===== src/rtl/commit_progress_monitor_pkg.sv =====
// Shared types for the commit progress monitor: FSM states, termination causes
// and the default deadlock threshold.
package commit_progress_monitor_pkg;

  typedef enum logic [1:0] {
    IDLE,
    RUN,
    DONE
  } MonitorState;

  typedef enum logic [2:0] {
    NONE       = 3'd0,
    PC_GOAL    = 3'd1,
    MAX_CYCLES = 3'd2,
    DEADLOCK   = 3'd3,
    ABORT      = 3'd4
  } MonitorDoneReason;

  localparam int unsigned DEFAULT_STALL_LIMIT = 4096;

endpackage


===== src/rtl/commit_progress_monitor_if.sv =====
// Observation bundle between the commit stage / run controller and the monitor.
interface commit_progress_monitor_if #(
  parameter int unsigned COMMIT_WIDTH = 2,
  parameter int unsigned PC_WIDTH     = 32,
  parameter int unsigned COUNT_WIDTH  = 48
);
  logic                             start;
  logic                             abort;
  logic [COMMIT_WIDTH-1:0]          commit;
  logic [COMMIT_WIDTH-1:0]          commitMidZero;
  logic [COMMIT_WIDTH*PC_WIDTH-1:0] commitPC;
  logic [PC_WIDTH-1:0]              pcGoal;
  logic                             pcGoalEnable;
  logic [COUNT_WIDTH-1:0]           maxCycles;
  logic                             running;
  logic                             done;
  logic [2:0]                       doneReason;
  logic [COUNT_WIDTH-1:0]           cycleCount;
  logic [COUNT_WIDTH-1:0]           numRiscvOps;
  logic [COUNT_WIDTH-1:0]           numMicroOps;
  logic [PC_WIDTH-1:0]              lastCommittedPC;

  modport slave (
    input  start, abort, commit, commitMidZero, commitPC, pcGoal, pcGoalEnable, maxCycles,
    output running, done, doneReason, cycleCount, numRiscvOps, numMicroOps, lastCommittedPC
  );

  modport master (
    output start, abort, commit, commitMidZero, commitPC, pcGoal, pcGoalEnable, maxCycles,
    input  running, done, doneReason, cycleCount, numRiscvOps, numMicroOps, lastCommittedPC
  );
endinterface


===== src/rtl/commit_progress_monitor_lane_reducer.sv =====
// Collapses the per-lane commit signals into counts, the youngest committed PC
// and a goal-match flag so the FSM does not depend on the lane count.
module commit_lane_reducer #(
  parameter int unsigned COMMIT_WIDTH   = 2,
  parameter int unsigned PC_WIDTH       = 32,
  parameter int unsigned GOAL_CMP_WIDTH = 32,
  localparam int unsigned CNT_W         = $clog2(COMMIT_WIDTH + 1)
) (
  input  logic [COMMIT_WIDTH-1:0]          commit_i,
  input  logic [COMMIT_WIDTH-1:0]          commitMidZero_i,
  input  logic [COMMIT_WIDTH*PC_WIDTH-1:0] commitPC_i,
  input  logic [PC_WIDTH-1:0]              pcGoal_i,
  output logic [CNT_W-1:0]                 uopCount_o,
  output logic [CNT_W-1:0]                 ropCount_o,
  output logic                             anyCommit_o,
  output logic [PC_WIDTH-1:0]              lastPC_o,
  output logic                             goalHit_o
);
  localparam logic [PC_WIDTH-1:0] GOAL_MASK = {PC_WIDTH{1'b1}} >> (PC_WIDTH - GOAL_CMP_WIDTH);

  always_comb begin
    uopCount_o  = '0;
    ropCount_o  = '0;
    anyCommit_o = 1'b0;
    lastPC_o    = '0;
    goalHit_o   = 1'b0;
    // Ascending scan: the last committing lane seen is the highest-index one.
    for (int unsigned i = 0; i < COMMIT_WIDTH; i++) begin
      if (commit_i[i]) begin
        uopCount_o  = uopCount_o + CNT_W'(1);
        if (commitMidZero_i[i]) ropCount_o = ropCount_o + CNT_W'(1);
        anyCommit_o = 1'b1;
        lastPC_o    = commitPC_i[i*PC_WIDTH +: PC_WIDTH];
        if (((commitPC_i[i*PC_WIDTH +: PC_WIDTH] ^ pcGoal_i) & GOAL_MASK) == '0)
          goalHit_o = 1'b1;
      end
    end
  end
endmodule


===== src/rtl/commit_progress_monitor.sv =====
// Run-level commit accounting and end-of-run detection (PC goal, cycle limit,
// commit deadlock, abort) with a latched termination cause.
module commit_progress_monitor
  import commit_progress_monitor_pkg::*;
#(
  parameter int unsigned COMMIT_WIDTH   = 2,
  parameter int unsigned PC_WIDTH       = 32,
  parameter int unsigned GOAL_CMP_WIDTH = 32,
  parameter int unsigned COUNT_WIDTH    = 48,
  parameter int unsigned STALL_LIMIT    = DEFAULT_STALL_LIMIT
) (
  input  logic                      clk,
  input  logic                      negResetIn,
  commit_progress_monitor_if.slave  mon
);
  localparam int unsigned CNT_W   = $clog2(COMMIT_WIDTH + 1);
  localparam int unsigned STALL_W = $clog2(STALL_LIMIT + 1);

  MonitorState            state_q, state_d;
  MonitorDoneReason       reason_q, reason_d;
  logic [COUNT_WIDTH-1:0] cyc_q, cyc_d;
  logic [COUNT_WIDTH-1:0] rops_q, rops_d;
  logic [COUNT_WIDTH-1:0] uops_q, uops_d;
  logic [PC_WIDTH-1:0]    lpc_q, lpc_d;
  logic [STALL_W-1:0]     stall_q, stall_d;

  logic [CNT_W-1:0]       uop_cnt, rop_cnt;
  logic                   any_commit, goal_hit, cycle_limit_hit;
  logic [PC_WIDTH-1:0]    lane_pc;

  commit_lane_reducer #(
    .COMMIT_WIDTH  (COMMIT_WIDTH),
    .PC_WIDTH      (PC_WIDTH),
    .GOAL_CMP_WIDTH(GOAL_CMP_WIDTH)
  ) u_reducer (
    .commit_i       (mon.commit),
    .commitMidZero_i(mon.commitMidZero),
    .commitPC_i     (mon.commitPC),
    .pcGoal_i       (mon.pcGoal),
    .uopCount_o     (uop_cnt),
    .ropCount_o     (rop_cnt),
    .anyCommit_o    (any_commit),
    .lastPC_o       (lane_pc),
    .goalHit_o      (goal_hit)
  );

  function automatic logic [COUNT_WIDTH-1:0] sat_add(logic [COUNT_WIDTH-1:0] a, logic [CNT_W-1:0] b);
    logic [COUNT_WIDTH:0] s;
    s = {1'b0, a} + (COUNT_WIDTH + 1)'(b);
    return s[COUNT_WIDTH] ? '1 : s[COUNT_WIDTH-1:0];
  endfunction

  // One bit wider so a saturated cycle count still compares correctly.
  assign cycle_limit_hit = (mon.maxCycles != '0) &&
                           (({1'b0, cyc_q} + (COUNT_WIDTH + 1)'(1)) >= {1'b0, mon.maxCycles});

  always_comb begin
    state_d  = state_q;
    reason_d = reason_q;
    cyc_d    = cyc_q;
    rops_d   = rops_q;
    uops_d   = uops_q;
    lpc_d    = lpc_q;
    stall_d  = stall_q;
    unique case (state_q)
      IDLE, DONE: begin
        if (mon.start) begin
          state_d  = RUN;
          reason_d = NONE;
          cyc_d    = '0;
          rops_d   = '0;
          uops_d   = '0;
          lpc_d    = '0;
          stall_d  = '0;
        end
      end
      RUN: begin
        cyc_d  = sat_add(cyc_q, CNT_W'(1));
        uops_d = sat_add(uops_q, uop_cnt);
        rops_d = sat_add(rops_q, rop_cnt);
        if (any_commit) begin
          lpc_d   = lane_pc;
          stall_d = '0;
        end else if (stall_q != STALL_W'(STALL_LIMIT)) begin
          stall_d = stall_q + STALL_W'(1);
        end
        if (mon.abort)                                reason_d = ABORT;
        else if (mon.pcGoalEnable && goal_hit)        reason_d = PC_GOAL;
        else if (stall_d == STALL_W'(STALL_LIMIT))    reason_d = DEADLOCK;
        else if (cycle_limit_hit)                     reason_d = MAX_CYCLES;
        if (reason_d != NONE) state_d = DONE;
      end
      default: state_d = IDLE;
    endcase
  end

  always_ff @(posedge clk or negedge negResetIn) begin
    if (!negResetIn) begin
      state_q  <= IDLE;
      reason_q <= NONE;
      cyc_q    <= '0;
      rops_q   <= '0;
      uops_q   <= '0;
      lpc_q    <= '0;
      stall_q  <= '0;
    end else begin
      state_q  <= state_d;
      reason_q <= reason_d;
      cyc_q    <= cyc_d;
      rops_q   <= rops_d;
      uops_q   <= uops_d;
      lpc_q    <= lpc_d;
      stall_q  <= stall_d;
    end
  end

  assign mon.running         = (state_q == RUN);
  assign mon.done            = (state_q == DONE);
  assign mon.doneReason      = reason_q;
  assign mon.cycleCount      = cyc_q;
  assign mon.numRiscvOps     = rops_q;
  assign mon.numMicroOps     = uops_q;
  assign mon.lastCommittedPC = lpc_q;
endmodule


===== src/flat_wrapper.sv =====
// flat-port wrapper written by rule: the top's interface ports become plain ports
module commit_progress_monitor_flat import commit_progress_monitor_pkg::*;
#(
  parameter int unsigned COMMIT_WIDTH   = 2,
  parameter int unsigned PC_WIDTH       = 32,
  parameter int unsigned GOAL_CMP_WIDTH = 32,
  parameter int unsigned COUNT_WIDTH    = 48,
  parameter int unsigned STALL_LIMIT    = DEFAULT_STALL_LIMIT
)
  (clk, negResetIn, mon_start, mon_abort, mon_commit, mon_commitMidZero, mon_commitPC, mon_pcGoal, mon_pcGoalEnable, mon_maxCycles, mon_running, mon_done, mon_doneReason, mon_cycleCount, mon_numRiscvOps, mon_numMicroOps, mon_lastCommittedPC);
  commit_progress_monitor_if #(.COMMIT_WIDTH(COMMIT_WIDTH), .PC_WIDTH(PC_WIDTH), .COUNT_WIDTH(COUNT_WIDTH)) mon_i ();
  input  logic clk;
  input  logic negResetIn;
  input wire logic [$bits(mon_i.start)-1:0] mon_start;
  input wire logic [$bits(mon_i.abort)-1:0] mon_abort;
  input wire logic [$bits(mon_i.commit)-1:0] mon_commit;
  input wire logic [$bits(mon_i.commitMidZero)-1:0] mon_commitMidZero;
  input wire logic [$bits(mon_i.commitPC)-1:0] mon_commitPC;
  input wire logic [$bits(mon_i.pcGoal)-1:0] mon_pcGoal;
  input wire logic [$bits(mon_i.pcGoalEnable)-1:0] mon_pcGoalEnable;
  input wire logic [$bits(mon_i.maxCycles)-1:0] mon_maxCycles;
  output wire logic [$bits(mon_i.running)-1:0] mon_running;
  output wire logic [$bits(mon_i.done)-1:0] mon_done;
  output wire logic [$bits(mon_i.doneReason)-1:0] mon_doneReason;
  output wire logic [$bits(mon_i.cycleCount)-1:0] mon_cycleCount;
  output wire logic [$bits(mon_i.numRiscvOps)-1:0] mon_numRiscvOps;
  output wire logic [$bits(mon_i.numMicroOps)-1:0] mon_numMicroOps;
  output wire logic [$bits(mon_i.lastCommittedPC)-1:0] mon_lastCommittedPC;
  assign mon_i.start = mon_start;
  assign mon_i.abort = mon_abort;
  assign mon_i.commit = mon_commit;
  assign mon_i.commitMidZero = mon_commitMidZero;
  assign mon_i.commitPC = mon_commitPC;
  assign mon_i.pcGoal = mon_pcGoal;
  assign mon_i.pcGoalEnable = mon_pcGoalEnable;
  assign mon_i.maxCycles = mon_maxCycles;
  assign mon_running = mon_i.running;
  assign mon_done = mon_i.done;
  assign mon_doneReason = mon_i.doneReason;
  assign mon_cycleCount = mon_i.cycleCount;
  assign mon_numRiscvOps = mon_i.numRiscvOps;
  assign mon_numMicroOps = mon_i.numMicroOps;
  assign mon_lastCommittedPC = mon_i.lastCommittedPC;
  commit_progress_monitor #(.COMMIT_WIDTH(COMMIT_WIDTH), .PC_WIDTH(PC_WIDTH), .GOAL_CMP_WIDTH(GOAL_CMP_WIDTH), .COUNT_WIDTH(COUNT_WIDTH), .STALL_LIMIT(STALL_LIMIT)) u_core (.clk(clk), .negResetIn(negResetIn), .mon(mon_i));
endmodule

===== config.mk =====
export PLATFORM = sky130hd
export DESIGN_NAME = commit_progress_monitor_flat
export DESIGN_NICKNAME = d
export VERILOG_FILES = /design/src/rtl/commit_progress_monitor_pkg.sv /design/src/rtl/commit_progress_monitor_if.sv /design/src/rtl/commit_progress_monitor_lane_reducer.sv /design/src/rtl/commit_progress_monitor.sv /design/src/flat_wrapper.sv
export SDC_FILE = /design/constraint.sdc
export NUM_CORES = 1
export LEC_CHECK = 0
export BUFFER_PORTS_ARGS = -buffer_cell sky130_fd_sc_hd__buf_4
export CELL_PAD_IN_SITES_DETAIL_PLACEMENT = 1
export CELL_PAD_IN_SITES_GLOBAL_PLACEMENT = 2
export CORE_MARGIN = 2
export CORE_UTILIZATION = 34
export CTS_CLUSTER_DIAMETER = 150
export CTS_CLUSTER_SIZE = 14
export DETAILED_ROUTE_END_ITERATION = 10
export PLACE_DENSITY_LB_ADDON = 0.1
export SETUP_SLACK_MARGIN = 0.02
export SYNTH_ARGS = -nofsm -noshare
export SYNTH_HDL_FRONTEND = slang
export SYNTH_SLANG_ARGS = --single-unit

===== constraint.sdc =====
create_clock -name clk -period 6.55 [get_ports clk]
set_input_delay 1.6375 -clock clk [delete_from_list [all_inputs] [get_ports clk]]
set_output_delay 1.6375 -clock clk [all_outputs]
set_load 0.01 [all_outputs]

==> reports/summary.log, run 1 <==
[status] run status finished clean
[cells_and_area] Finished Layout Cells 2326
[critical_path] Crit path max-delay family simple AND/OR/NAND/NOR gates
[synthesis] Area contributors post-synth sky130_fd_sc_hd__dfrtp_1 (37%), sky130_fd_sc_hd__ha_1 (5.6%), sky130_fd_sc_hd__xor2_1 (5.3%)
[critical_path] end of the critical path u_core.mon.numRiscvOps[13]
[clock_tree] CTS hold repair buffers 0
[timing] Finish-stage setup viols 0
[synthesis] dominant register cell in the synthesized netlist sky130_fd_sc_hd__dfrtp_1
[global_route] global-route met3 utilization 0.05165
[placed_design] cell count after placement 2294
[synthesis] cells after synthesis 1530
[timing] TNS Setup 0 ns
[clock_tree] CTS resizes 0
[global_route] vias in the first global route 13510
[pwr] Net Sw Power 1.586 mW
[pwr] Pwr per Cell Area 245.6 nW/um^2
[critical_path] Worst Setup Path Type in2reg
[drt] average wire length per cell after detail routing 21.75 um
[cells_and_area] count of nets after finishing 2015
[critical_path] library cell appearing most often on the critical path sky130_fd_sc_hd__inv_1
[critical_path] number of cell instances on the worst register-to-register path 16
[critical_path] buffering stage count on the worst path with inverters included 3
[drt] number of optimization iterations in the first detailed-route pass 5
[clock_tree] buffers inserted during post-CTS setup optimization 0
[drt] vias after detailed routing 13060
[timing] Slew Limit Headroom 0.2957
[synthesis] post-synthesis sequential area ratio 0.3740
[critical_path] flop-to-flop setup slack 1.70 ns
[floorplan] Die ar. 39760 sq um
[placed_design] final HPWL from detailed placement 37.82 mm
[pwr] Clock power frac 0.277
[drt] routed wire length 50.60 mm
[pwr] relative contribution of sequential cells to total power 0.375
[timing] Final Skew 0.01090 ns
[clock_tree] clock insertion delay at the later pin of the skew report 0.45 ns
[clock_tree] number of buffers inserted during clock tree synthesis 17
[clock_tree] CTS H-tree depth 4
[global_route] global-route layer with the greatest usage met2
[global_route] GR Util met2 0.4291
[job] number of max-capacitance violations reported 0
[floorplan] die width 199.4 um
[clock_tree] TritonCTS clock tree built
[timing] setup repair after global routing missed its margin no
[critical_path] top fanout value on the critical path 41
[clock_tree] clk buf depth 2
[pwr] fraction of power spent switching nets 0.3926
[critical_path] CP max stage cell sky130_fd_sc_hd__or4_4
[floorplan] Initial Utilization 0.3446
[timing] number of pins with negative max-slew slack in the final report 0
[cells_and_area] leading cell type in the layout, fill and taps excluded sky130_fd_sc_hd__buf_4
[global_route] initial antenna violation count 1
[clock_tree] cell at the root of the clock tree sky130_fd_sc_hd__clkbuf_16
[critical_path] startpoint types input pin
[clock_tree] number of sinks handled by clock tree synthesis 194
[critical_path] Critical Path Max Stage Delay 0.86 ns
[floorplan] area of the placeable core 37670 sq um
[synthesis] cell type contributing the most total cell area after synthesis sky130_fd_sc_hd__dfrtp_1
[global_route] largest net degree at the start of global routing 77
[timing] final period demand of the worst path 5.080 ns
[synthesis] syn_area_per_cell 8.484 sq um
[synthesis] number of synthesized register bits 194
[timing] Slew @ Worst Pin 1.056 ns
[critical_path] Arrival @ worst endpoint 5.44 ns
[worst_hold_path] Hold/Removal Path Class reg2reg
[placed_design] Place WS 0.9770 ns
[synthesis] post-synthesis net count 1743
[synthesis] EDFF count, synth 0
[global_route] total grt overflow 0
[global_route] met1 track utilization from global routing 0.3344
[clock_tree] Reg clk slew, reported paths 0.08 ns
[cells_and_area] Inserted Diodes 0
[critical_path] critical path cell sequence buf_4 -> inv_1 -> mux2_2 -> ha_1 -> inv_1 -> fa_1 -> nand3b_1 -> nor3_2 -> nand4_2 -> or4_4 -> nand2_2 -> nor2_1 -> a311oi_1
[placed_design] RePlAce Congestion 0.8562
[critical_path] WP depth 13
[timing] number of hold-slack violations in the final timing report 0
[synthesis] count of cell types in the netlist 73
[timing] least setup slack across all paths after layout 1.470 ns
[timing] worst hold margin 0.4957 ns
[synthesis] async set or reset register ratio after synthesis 1.000
[pwr] combinational share of power 0.349
[cells_and_area] fraction of final layout cells with drive strength greater than 1 0.2270
[critical_path] end of the worst register-to-register path u_core.mon.doneReason[2]
[critical_path] start point of the critical path mon_commit[1]
[critical_path] launch instance of the worst register-to-register path u_core.mon.cycleCount[0]
[pwr] leakage 7.498 nW
[timing] achievable frequency 196.9 MHz
[global_route] global-route wire length before repair 78.38 mm
[pwr] worst vdd rail ir drop 0.1961 mV
[drt] vias per cell 5.613
[cells_and_area] leading cell types in the layout, fill and taps excluded sky130_fd_sc_hd__buf_4 (342), sky130_fd_sc_hd__dfrtp_1 (194), sky130_fd_sc_hd__a21oi_1 (137), sky130_fd_sc_hd__nor2_1 (130), sky130_fd_sc_hd__nand3_1 (101)
[critical_path] type of element capturing the critical path flip-flop
[timing] final cycle utilization of the critical path 0.7755
[drt] first-iteration detailed-routing DRC count 700
[floorplan] number of ports placed on the die boundary 334
[pwr] Pint 2.455 mW
[drt] Final ANT Viol Nets 0
[synthesis] portion of synthesized cell area occupied by the leading cell type 0.3740
[critical_path] data required time at the worst endpoint 6.91 ns
[cells_and_area] area grow syn2layout 26.78%
[drt] Remaining DRCs 0
[floorplan] Die Height 199.4 um
[synthesis] warnings from Yosys 0
[floorplan] cell row count 71
[placed_design] number of port buffers 333
[global_route] GR Util All Layers 0.2549
[synthesis] netlist area before placement 12980 sq um
## per-layer routing
| metal | wire (um) | up-vias |
|---|---|---|
| met5 | 0 | - |
| li1 | - | 6176 |
| met2 | 24310 | 316 |
| met1 | 22590 | 6522 |
| met4 | 877 | 0 |
| met3 | 2819 | 42 |
## kinds of logic (layout without fill, tap and decap cells)
| kind of cell | Yosys count | count (layout) | synth area share |
|---|---|---|---|
| multiplexers | 4 | 4 | 0.003181 |
| adder cells (fa/ha/maj) | 60 | 60 | 0.05899 |
| XOR/XNOR | 116 | 116 | 0.07826 |
| flip-flops | 194 | 194 | 0.3740 |
| AO/OA/AOI/OAI | 420 | 420 | 0.2057 |
| AND/OR/NAND/NOR | 566 | 566 | 0.2263 |
| buffers and inverters | 170 | 455 | 0.05359 |
## power by group through the flow
stage	combinational (mW)	clock [mW]	sequential (mW)
final	1.41	1.12	1.51
after CTS	1.43	1.15	1.52
after global routing	1.56	1.19	1.54
after detailed placement	1.43	0	1.54
after global placement	1.39	0	1.53
after floorplan	0.692	0	1.56
## flip-flops by register name (all words and copies together), names as in the netlist
name,count
u_core.mon.numRiscvOps,48
u_core.state_q,2
u_core.stall_q,13
u_core.mon.doneReason,3
u_core.mon.lastCommittedPC,32
u_core.mon.numMicroOps,48
u_core.mon.cycleCount,48
## per-stage QoR
stage / area [sq um] / power (mW) / utilization
finish: 16460 / 4.041 / 0.4369
global route: 16460 / 4.297 / 0.4369
CTS: 16460 / 4.098 / 0.4369
detailed placement: 15860 / 2.964 / 0.4210
global placement: 15860 / 2.927 / 0.4210
floorplan: 12980 / 2.247 / -
## worst min-delay path, delay by kind of cell (launching register included)
kind / cells / cell delay (ns)
compound gates: 1 / 0.06
simple gates: 1 / 0.05
flops: 1 / 0.35
## cells in the mapped netlist, types with 4 or more instances
| cell | n |
|---|---|
| sky130_fd_sc_hd__dfrtp_1 | 194 |
| sky130_fd_sc_hd__a21oi_1 | 137 |
| sky130_fd_sc_hd__nor2_1 | 131 |
| sky130_fd_sc_hd__nand3_1 | 101 |
| sky130_fd_sc_hd__o21ai_0 | 100 |
| sky130_fd_sc_hd__nand2_1 | 98 |
| sky130_fd_sc_hd__xor2_1 | 79 |
| sky130_fd_sc_hd__inv_1 | 78 |
| sky130_fd_sc_hd__clkbuf_1 | 74 |
| sky130_fd_sc_hd__ha_1 | 58 |
| sky130_fd_sc_hd__nor3_1 | 47 |
| sky130_fd_sc_hd__a311oi_1 | 44 |
| sky130_fd_sc_hd__nand4_1 | 41 |
| sky130_fd_sc_hd__and3_1 | 37 |
| sky130_fd_sc_hd__nor4_1 | 37 |
| sky130_fd_sc_hd__xnor2_1 | 37 |
| sky130_fd_sc_hd__a22oi_1 | 32 |
| sky130_fd_sc_hd__a31oi_1 | 26 |
| sky130_fd_sc_hd__and4_1 | 18 |
| sky130_fd_sc_hd__a211oi_1 | 14 |
| sky130_fd_sc_hd__and2_1 | 13 |
| sky130_fd_sc_hd__a211o_1 | 12 |
| sky130_fd_sc_hd__o31ai_1 | 8 |
| sky130_fd_sc_hd__o221a_2 | 7 |
| sky130_fd_sc_hd__a21o_1 | 6 |
| sky130_fd_sc_hd__a22o_1 | 6 |
| sky130_fd_sc_hd__buf_6 | 6 |
| sky130_fd_sc_hd__nor4b_1 | 6 |
| sky130_fd_sc_hd__buf_1 | 5 |
| sky130_fd_sc_hd__nand2b_1 | 5 |
| sky130_fd_sc_hd__or3_1 | 5 |
| sky130_fd_sc_hd__buf_2 | 4 |
| sky130_fd_sc_hd__nor2b_1 | 4 |
| sky130_fd_sc_hd__o22ai_1 | 4 |
## how the worst min path moves through the flow
stage,start,endpoint,slack (ns),cells after the start
final,u_core.state_q[1],u_core.state_q[1],0.50,2
after detailed placement,u_core.state_q[1],u_core.state_q[1],0.48,2
after global routing,u_core.state_q[1],u_core.state_q[1],0.54,2
after CTS,u_core.state_q[1],u_core.state_q[1],0.50,2
after global placement,u_core.state_q[1],u_core.state_q[1],0.47,2
after floorplan,u_core.state_q[1],u_core.state_q[1],0.45,2
## layout make-up
cell class / count / area [sq um]
fill: 4563 / 21210
multi-input combinational: 1166 / 7465
sequential: 194 / 4855
timing repair buffer: 344 / 2601
tap: 511 / 639.4
clock buffer: 19 / 452.9
inverter: 79 / 296.5
clock inverter: 13 / 147.6
Note: power is estimated with default switching activity, not from simulation.
==> run 2: changes to the inputs <==
Settings changed: CORE_UTILIZATION 34 to 31.
Clock period 6.55 ns to 5.06 ns, I/O delays scaled along.
==> run 2 against run 1 <==
Clock power up 36%. Total power rose by 32%. Non-clock buffer count increased by 25. Cell count grew 2.0%. Critical path depth is 3 higher. Via count decreased by 0.45%. Worst hold slack lost 0.014 ns. First-iteration DRC count grew 0.14%. Register-to-register slack lost 1.2 ns. Largest cell class unchanged.
==> reports/summary.log, run 2 (same netlist as run 1, synthesis figures left out) <==
[critical_path] flop-to-flop setup slack 0.45 ns
[drt] first-iteration detailed-routing DRC count 701
[pwr] relative contribution of sequential cells to total power 0.368
[cells_and_area] Inserted Diodes 0
[job] number of max-capacitance violations reported 0
[worst_hold_path] hold wc startpoint u_core.state_q[1]
[global_route] largest net degree at the start of global routing 116
[timing] achievable frequency 217.1 MHz
[clock_tree] buffers inserted during post-CTS setup optimization 0
[timing] TNS Setup 0 ns
[worst_hold_path] Worst Hold Depth 2
[floorplan] die width 208.6 um
[placed_design] cell count after placement 2340
[critical_path] number of cell instances on the worst register-to-register path 16
[timing] final cycle utilization of the critical path 0.9104
[clock_tree] cell at the root of the clock tree sky130_fd_sc_hd__clkbuf_16
[pwr] worst vdd rail ir drop 0.2130 mV
[pwr] fraction of power spent switching nets 0.3972
[pwr] combinational share of power 0.348
[drt] vias per cell 5.479
[status] run status finished clean
[placed_design] RePlAce Congestion 0.8507
[critical_path] critical path cell sequence ha_1 -> nand2_1 -> nor4_1 -> buf_4 -> nand3_1 -> nor3_1 -> and3_1 -> xor2_1 -> ha_1 -> nand4_1 -> nor4_1 -> nand2_1 -> a211o_1 -> a31oi_2 -> o21ai_1 -> a31o_1
[timing] Slew @ Worst Pin 1.141 ns
[pwr] Pwr per Cell Area 319.4 nW/um^2
[critical_path] data required time at the worst endpoint 5.42 ns
[cells_and_area] area grow syn2layout 28.59%
[cells_and_area] leading cell type in the layout, fill and taps excluded sky130_fd_sc_hd__buf_4
[global_route] global-route wire length before repair 83.31 mm
[critical_path] Critical Path Max Stage Delay 0.49 ns
[pwr] Clock power frac 0.284
[timing] Final Skew 0.01522 ns
[placed_design] number of port buffers 333
[timing] final period demand of the worst path 4.607 ns
[clock_tree] TritonCTS clock tree built
[clock_tree] CTS resizes 0
[clock_tree] CTS hold repair buffers 0
[floorplan] cell row count 74
[global_route] total grt overflow 0
[critical_path] Crit path max-delay family simple AND/OR/NAND/NOR gates
[cells_and_area] count of nets after finishing 2040
[pwr] Pint 3.213 mW
[critical_path] startpoint types flip-flop
[cells_and_area] area taken by multi-input logic gates 7465 sq um
[timing] Finish-stage setup viols 0
[floorplan] area of the placeable core 41110 sq um
[pwr] leakage 7.616 nW
[critical_path] top fanout value on the critical path 7
[critical_path] Worst Setup Path Type reg2reg
[global_route] GR Util All Layers 0.2437
[drt] vias after detailed routing 13000
[critical_path] end of the worst register-to-register path u_core.mon.doneReason[2]
[critical_path] buffering stage count on the worst path with inverters included 1
[drt] number of optimization iterations in the first detailed-route pass 5
[cells_and_area] Finished Layout Cells 2372
[timing] worst hold margin 0.4816 ns
[floorplan] Initial Utilization 0.3158
[critical_path] Arrival @ worst endpoint 4.96 ns
[cells_and_area] filler cell count in the final layout 4927
[worst_hold_path] hold path endpoint u_core.state_q[1]
[clock_tree] clk buf depth 2
[drt] Remaining DRCs 0
[drt] average wire length per cell after detail routing 22.46 um
[clock_tree] number of sinks handled by clock tree synthesis 194
[worst_hold_path] Hold/Removal Path Class reg2reg
[critical_path] type of element capturing the critical path flip-flop
[global_route] vias in the first global route 13750
[critical_path] launch instance of the worst register-to-register path u_core.mon.cycleCount[0]
[timing] setup repair after global routing missed its margin no
[critical_path] CP max stage cell sky130_fd_sc_hd__dfrtp_1
[clock_tree] number of buffers inserted during clock tree synthesis 17
[timing] number of hold-slack violations in the final timing report 0
[cells_and_area] final core utilization 0.4060
[cells_and_area] leading cell types in the layout, fill and taps excluded sky130_fd_sc_hd__buf_4 (367), sky130_fd_sc_hd__dfrtp_1 (194), sky130_fd_sc_hd__a21oi_1 (137), sky130_fd_sc_hd__nor2_1 (130), sky130_fd_sc_hd__nand3_1 (101)
[global_route] initial antenna violation count 0
[timing] number of pins with negative max-slew slack in the final report 0
[drt] routed wire length 53.27 mm
[pwr] Net Sw Power 2.117 mW
[pwr] power after layout 5.331 mW
[timing] Slew Limit Headroom 0.2394
[clock_tree] Reg clk slew, reported paths 0.08 ns
[cells_and_area] flip-flop and latch area 4855 sq um
[placed_design] final HPWL from detailed placement 40.16 mm
[drt] Final ANT Viol Nets 0
[clock_tree] clock insertion delay at the later pin of the skew report 0.46 ns
[floorplan] Die ar. 43530 sq um
[cells_and_area] fraction of final layout cells with drive strength greater than 1 0.2375
[floorplan] Die Height 208.6 um
[clock_tree] CTS H-tree depth 4
[floorplan] number of ports placed on the die boundary 334
==> run 2: metal layers <==
layer	part of all wire	wire [um]	vias up	GRT usage
li1	-	-	6224	-
met1	0.46	24320	6482	0.3217
met2	0.48	25370	259	0.4081
met3	0.056	3003	32	0.06102
met4	0.011	577	0	0.04310
met5	0	0	-	0
==> run 2: how the worst max path moves through the flow <==
stage | start | endpoint | slack [ns] | depth (start not counted)
2_1_floorplan | mon_commitMidZero[0] | u_core.mon.numRiscvOps[35] | 0.67 | 14
3_3_place_gp | mon_commitMidZero[0] | u_core.mon.numRiscvOps[45] | 0.31 | 15
3_5_place_dp | mon_commitMidZero[0] | u_core.mon.numRiscvOps[41] | 0.14 | 15
4_1_cts | u_core.mon.cycleCount[0] | u_core.mon.doneReason[2] | 0.43 | 16
5_1_grt | u_core.mon.cycleCount[0] | u_core.mon.doneReason[1] | 0.03 | 17
6_report | u_core.mon.cycleCount[0] | u_core.mon.doneReason[2] | 0.45 | 16
==> run 2: worst reg2reg max path, stage by stage, from the launching register on <==
cell and delay, ns:
sky130_fd_sc_hd__dfrtp_1 0.49, sky130_fd_sc_hd__ha_1 0.30, sky130_fd_sc_hd__nand2_1 0.16, sky130_fd_sc_hd__nor4_1 0.34
sky130_fd_sc_hd__buf_4 0.19, sky130_fd_sc_hd__nand3_1 0.15, sky130_fd_sc_hd__nor3_1 0.42, sky130_fd_sc_hd__and3_1 0.29
sky130_fd_sc_hd__xor2_1 0.11, sky130_fd_sc_hd__ha_1 0.31, sky130_fd_sc_hd__nand4_1 0.13, sky130_fd_sc_hd__nor4_1 0.39
sky130_fd_sc_hd__nand2_1 0.10, sky130_fd_sc_hd__a211o_1 0.25, sky130_fd_sc_hd__a31oi_2 0.47, sky130_fd_sc_hd__o21ai_1 0.16
sky130_fd_sc_hd__a31o_1 0.23
==> run 2: stage by stage <==
step	setup WS (ns)	instance area, sq um
6_report	0.4534	16690
5_1_grt	0.03491	16690
4_1_cts	0.4260	16690
3_5_place_dp	0.1359	16070
3_3_place_gp	0.3098	16070
2_1_floorplan	0.6741	12980
==> run 2: final cells by class <==
cell class / instances / area share
Clock buffer: 17 / 0.02549
Sequential cell: 194 / 0.2908
Timing Repair Buffer: 369 / 0.1671
Inverter: 79 / 0.01776
Multi-Input combinational cell: 1166 / 0.4472
Tap cell: 532 / 0.03988
Clock inverter: 15 / 0.01177
==> run 2: power groups by stage <==
stage / clock network, mW / registers [mW] / logic [mW]
global placement: 0 / 1.98 / 1.84
global route: 1.62 / 2.00 / 2.05
finish: 1.52 / 1.96 / 1.85
detailed placement: 0 / 1.99 / 1.87
floorplan: 0 / 2.01 / 0.895
CTS: 1.55 / 1.96 / 1.88
==> run 3: changes to the inputs <==
Settings changed: PLACE_DENSITY_LB_ADDON 0.1 to 0.25.
==> run 3 against run 2 <==
Core utilization decreased by 0.076 points. Critical path type unchanged. Highest routed layer is now met5. Design area is 0.19% lower. Via count increased by 0.48%. Die area unchanged.
==> reports/summary.log, run 3 (same netlist as run 1, synthesis figures left out) <==
[clock_tree] clock insertion delay at the later pin of the skew report 0.46 ns
[critical_path] startpoint types flip-flop
[drt] vias per cell 5.527
[placed_design] final HPWL from detailed placement 38.87 mm
[critical_path] type of element capturing the critical path flip-flop
[status] run status finished clean
[cells_and_area] fraction of final layout cells with drive strength greater than 1 0.2338
[timing] setup repair after global routing missed its margin no
[floorplan] number of ports placed on the die boundary 334
[floorplan] Initial Utilization 0.3158
[worst_hold_path] Hold/Removal Path Class reg2reg
[floorplan] Die ar. 43530 sq um
[clock_tree] CTS hold repair buffers 0
[drt] vias after detailed routing 13060
[timing] TNS Setup 0 ns
[clock_tree] TritonCTS clock tree built
[cells_and_area] Inserted Diodes 0
[critical_path] data required time at the worst endpoint 5.38 ns
[timing] number of pins with negative max-slew slack in the final report 0
[floorplan] area of the placeable core 41110 sq um
[drt] routed wire length 51.60 mm
[placed_design] number of port buffers 333
[clock_tree] buffers inserted during post-CTS setup optimization 0
[timing] final cycle utilization of the critical path 0.8890
[cells_and_area] final core utilization 0.4053
[cells_and_area] leading cell type in the layout, fill and taps excluded sky130_fd_sc_hd__buf_4
[floorplan] die width 208.6 um
[cells_and_area] leading cell types in the layout, fill and taps excluded sky130_fd_sc_hd__buf_4 (359), sky130_fd_sc_hd__dfrtp_1 (194), sky130_fd_sc_hd__a21oi_1 (137), sky130_fd_sc_hd__nor2_1 (130), sky130_fd_sc_hd__nand3_1 (101)
[cells_and_area] area grow syn2layout 28.35%
[clock_tree] Reg clk slew, reported paths 0.07 ns
[pwr] leakage 7.601 nW
[global_route] GR Util All Layers 0.2349
[critical_path] Arrival @ worst endpoint 4.82 ns
[drt] Remaining DRCs 0
[cells_and_area] count of nets after finishing 2033
[timing] Finish-stage setup viols 0
[floorplan] cell row count 74
[critical_path] top fanout value on the critical path 7
[timing] final period demand of the worst path 4.498 ns
[floorplan] Die Height 208.6 um
[global_route] vias in the first global route 13370
[global_route] total grt overflow 0
[clock_tree] number of buffers inserted during clock tree synthesis 17
[clock_tree] number of sinks handled by clock tree synthesis 194
[drt] number of optimization iterations in the first detailed-route pass 4
[drt] average wire length per cell after detail routing 21.84 um
[global_route] global-route wire length before repair 80.55 mm
[critical_path] Worst Setup Path Type reg2reg
[clock_tree] cell at the root of the clock tree sky130_fd_sc_hd__clkbuf_16
[timing] number of hold-slack violations in the final timing report 0
[pwr] worst vdd rail ir drop 0.2678 mV
[timing] Final Skew 0.01064 ns
[clock_tree] CTS resizes 0
[drt] Final ANT Viol Nets 0
[global_route] largest net degree at the start of global routing 108
[drt] first-iteration detailed-routing DRC count 643
[job] number of max-capacitance violations reported 0
[global_route] initial antenna violation count 1
[timing] Slew Limit Headroom 0.1944
[timing] Slew @ Worst Pin 1.207 ns
[pwr] Pwr per Cell Area 316.9 nW/um^2
[placed_design] RePlAce Congestion 0.8641
[timing] achievable frequency 222.3 MHz
[clock_tree] clk buf depth 2
[clock_tree] CTS H-tree depth 4
[run 3: cell types whose count changed in the layout (fill, tap and decap cells not counted), sizes merged]
| cell | previous run | this run |
|---|---|---|
| buf | 368 | 361 |
| clkbuf | 18 | 24 |
| clkinv | 3 | 2 |
| clkinvlp | 4 | 2 |
| inv | 84 | 79 |
[run 3: area by class of cell]
cell class | instances | area [sq um]
timing repair buffer | 362 | 2749
clock buffer | 23 | 508.0
multi-input combinational | 1166 | 7465
fill | 4919 | 24450
tap | 532 | 665.6
inverter | 79 | 296.5
sequential | 194 | 4855
clock inverter | 7 | 122.6
[run 3: worst max-delay path, stage by stage, from the launching register on]
cell and delay (ns):
sky130_fd_sc_hd__dfrtp_1 0.47, sky130_fd_sc_hd__nand3_1 0.25, sky130_fd_sc_hd__nor4_4 0.47, sky130_fd_sc_hd__buf_4 0.20, sky130_fd_sc_hd__and2_0 0.11, sky130_fd_sc_hd__buf_4 0.17, sky130_fd_sc_hd__nand3_1 0.19, sky130_fd_sc_hd__nor2_1 0.19
sky130_fd_sc_hd__xor2_1 0.24, sky130_fd_sc_hd__ha_1 0.29, sky130_fd_sc_hd__and4_1 0.23, sky130_fd_sc_hd__and4_1 0.20, sky130_fd_sc_hd__a221oi_1 0.32, sky130_fd_sc_hd__o211ai_1 0.22, sky130_fd_sc_hd__nand2_1 0.12, sky130_fd_sc_hd__a31oi_2 0.19
sky130_fd_sc_hd__nor4b_1 0.37, sky130_fd_sc_hd__o21ai_0 0.11
[run 3: path summary, 6_finish.rpt]
path                            cells past startpoint                             end  slack [ns]                      startpoint
worst max-delay path                               17               u_core.state_q[1]        0.56       u_core.mon.cycleCount[12]
worst min-delay path                                2  u_core.mon.lastCommittedPC[25]        0.51  u_core.mon.lastCommittedPC[25]
worst max register to register                     17               u_core.state_q[1]        0.56       u_core.mon.cycleCount[12]
worst min register to register                      2  u_core.mon.lastCommittedPC[25]        0.51  u_core.mon.lastCommittedPC[25]
max in group asynchronous                           2  u_core.mon.lastCommittedPC[28]        3.14                      negResetIn
min in group asynchronous                           1      u_core.mon.numMicroOps[24]        0.89                      negResetIn
[run 3: routing by layer]
layer  global-route usage  vias up  share of wire
met3              0.05290       40          0.057
met4              0.04877        2          0.013
met1               0.3163     6546           0.46
met2               0.3868      274           0.47
li1                     -     6198              -
met5                    0        -        0.00023
[run 3: metrics by stage]
step | std cells | hold WS (ns) | setup WS (ns) | cell area [sq um] | total power, mW
floorplan | 1530 | 0.4498 | 0.6741 | 12980 | 2.908
global placement | 2333 | 0.4780 | 0.4027 | 16030 | 3.784
detailed placement | 2333 | 0.4915 | 0.3405 | 16030 | 3.828
CTS | 2363 | 0.5089 | 0.5351 | 16660 | 5.347
global route | 2363 | 0.5420 | 0.1120 | 16660 | 5.599
finish | 2363 | 0.5058 | 0.5619 | 16660 | 5.280
[run 3: report_power, final]
| group | total (mW) | switching, mW | internal (mW) | leakage [nW] |
|---|---|---|---|---|
| logic | 1.82 | 1.15 | 0.669 | 4.65 |
| registers | 1.96 | 0.214 | 1.74 | 2.65 |
| clock network | 1.50 | 0.646 | 0.854 | 0.304 |
| total | 5.28 | 2.01 | 3.27 | 7.60 |
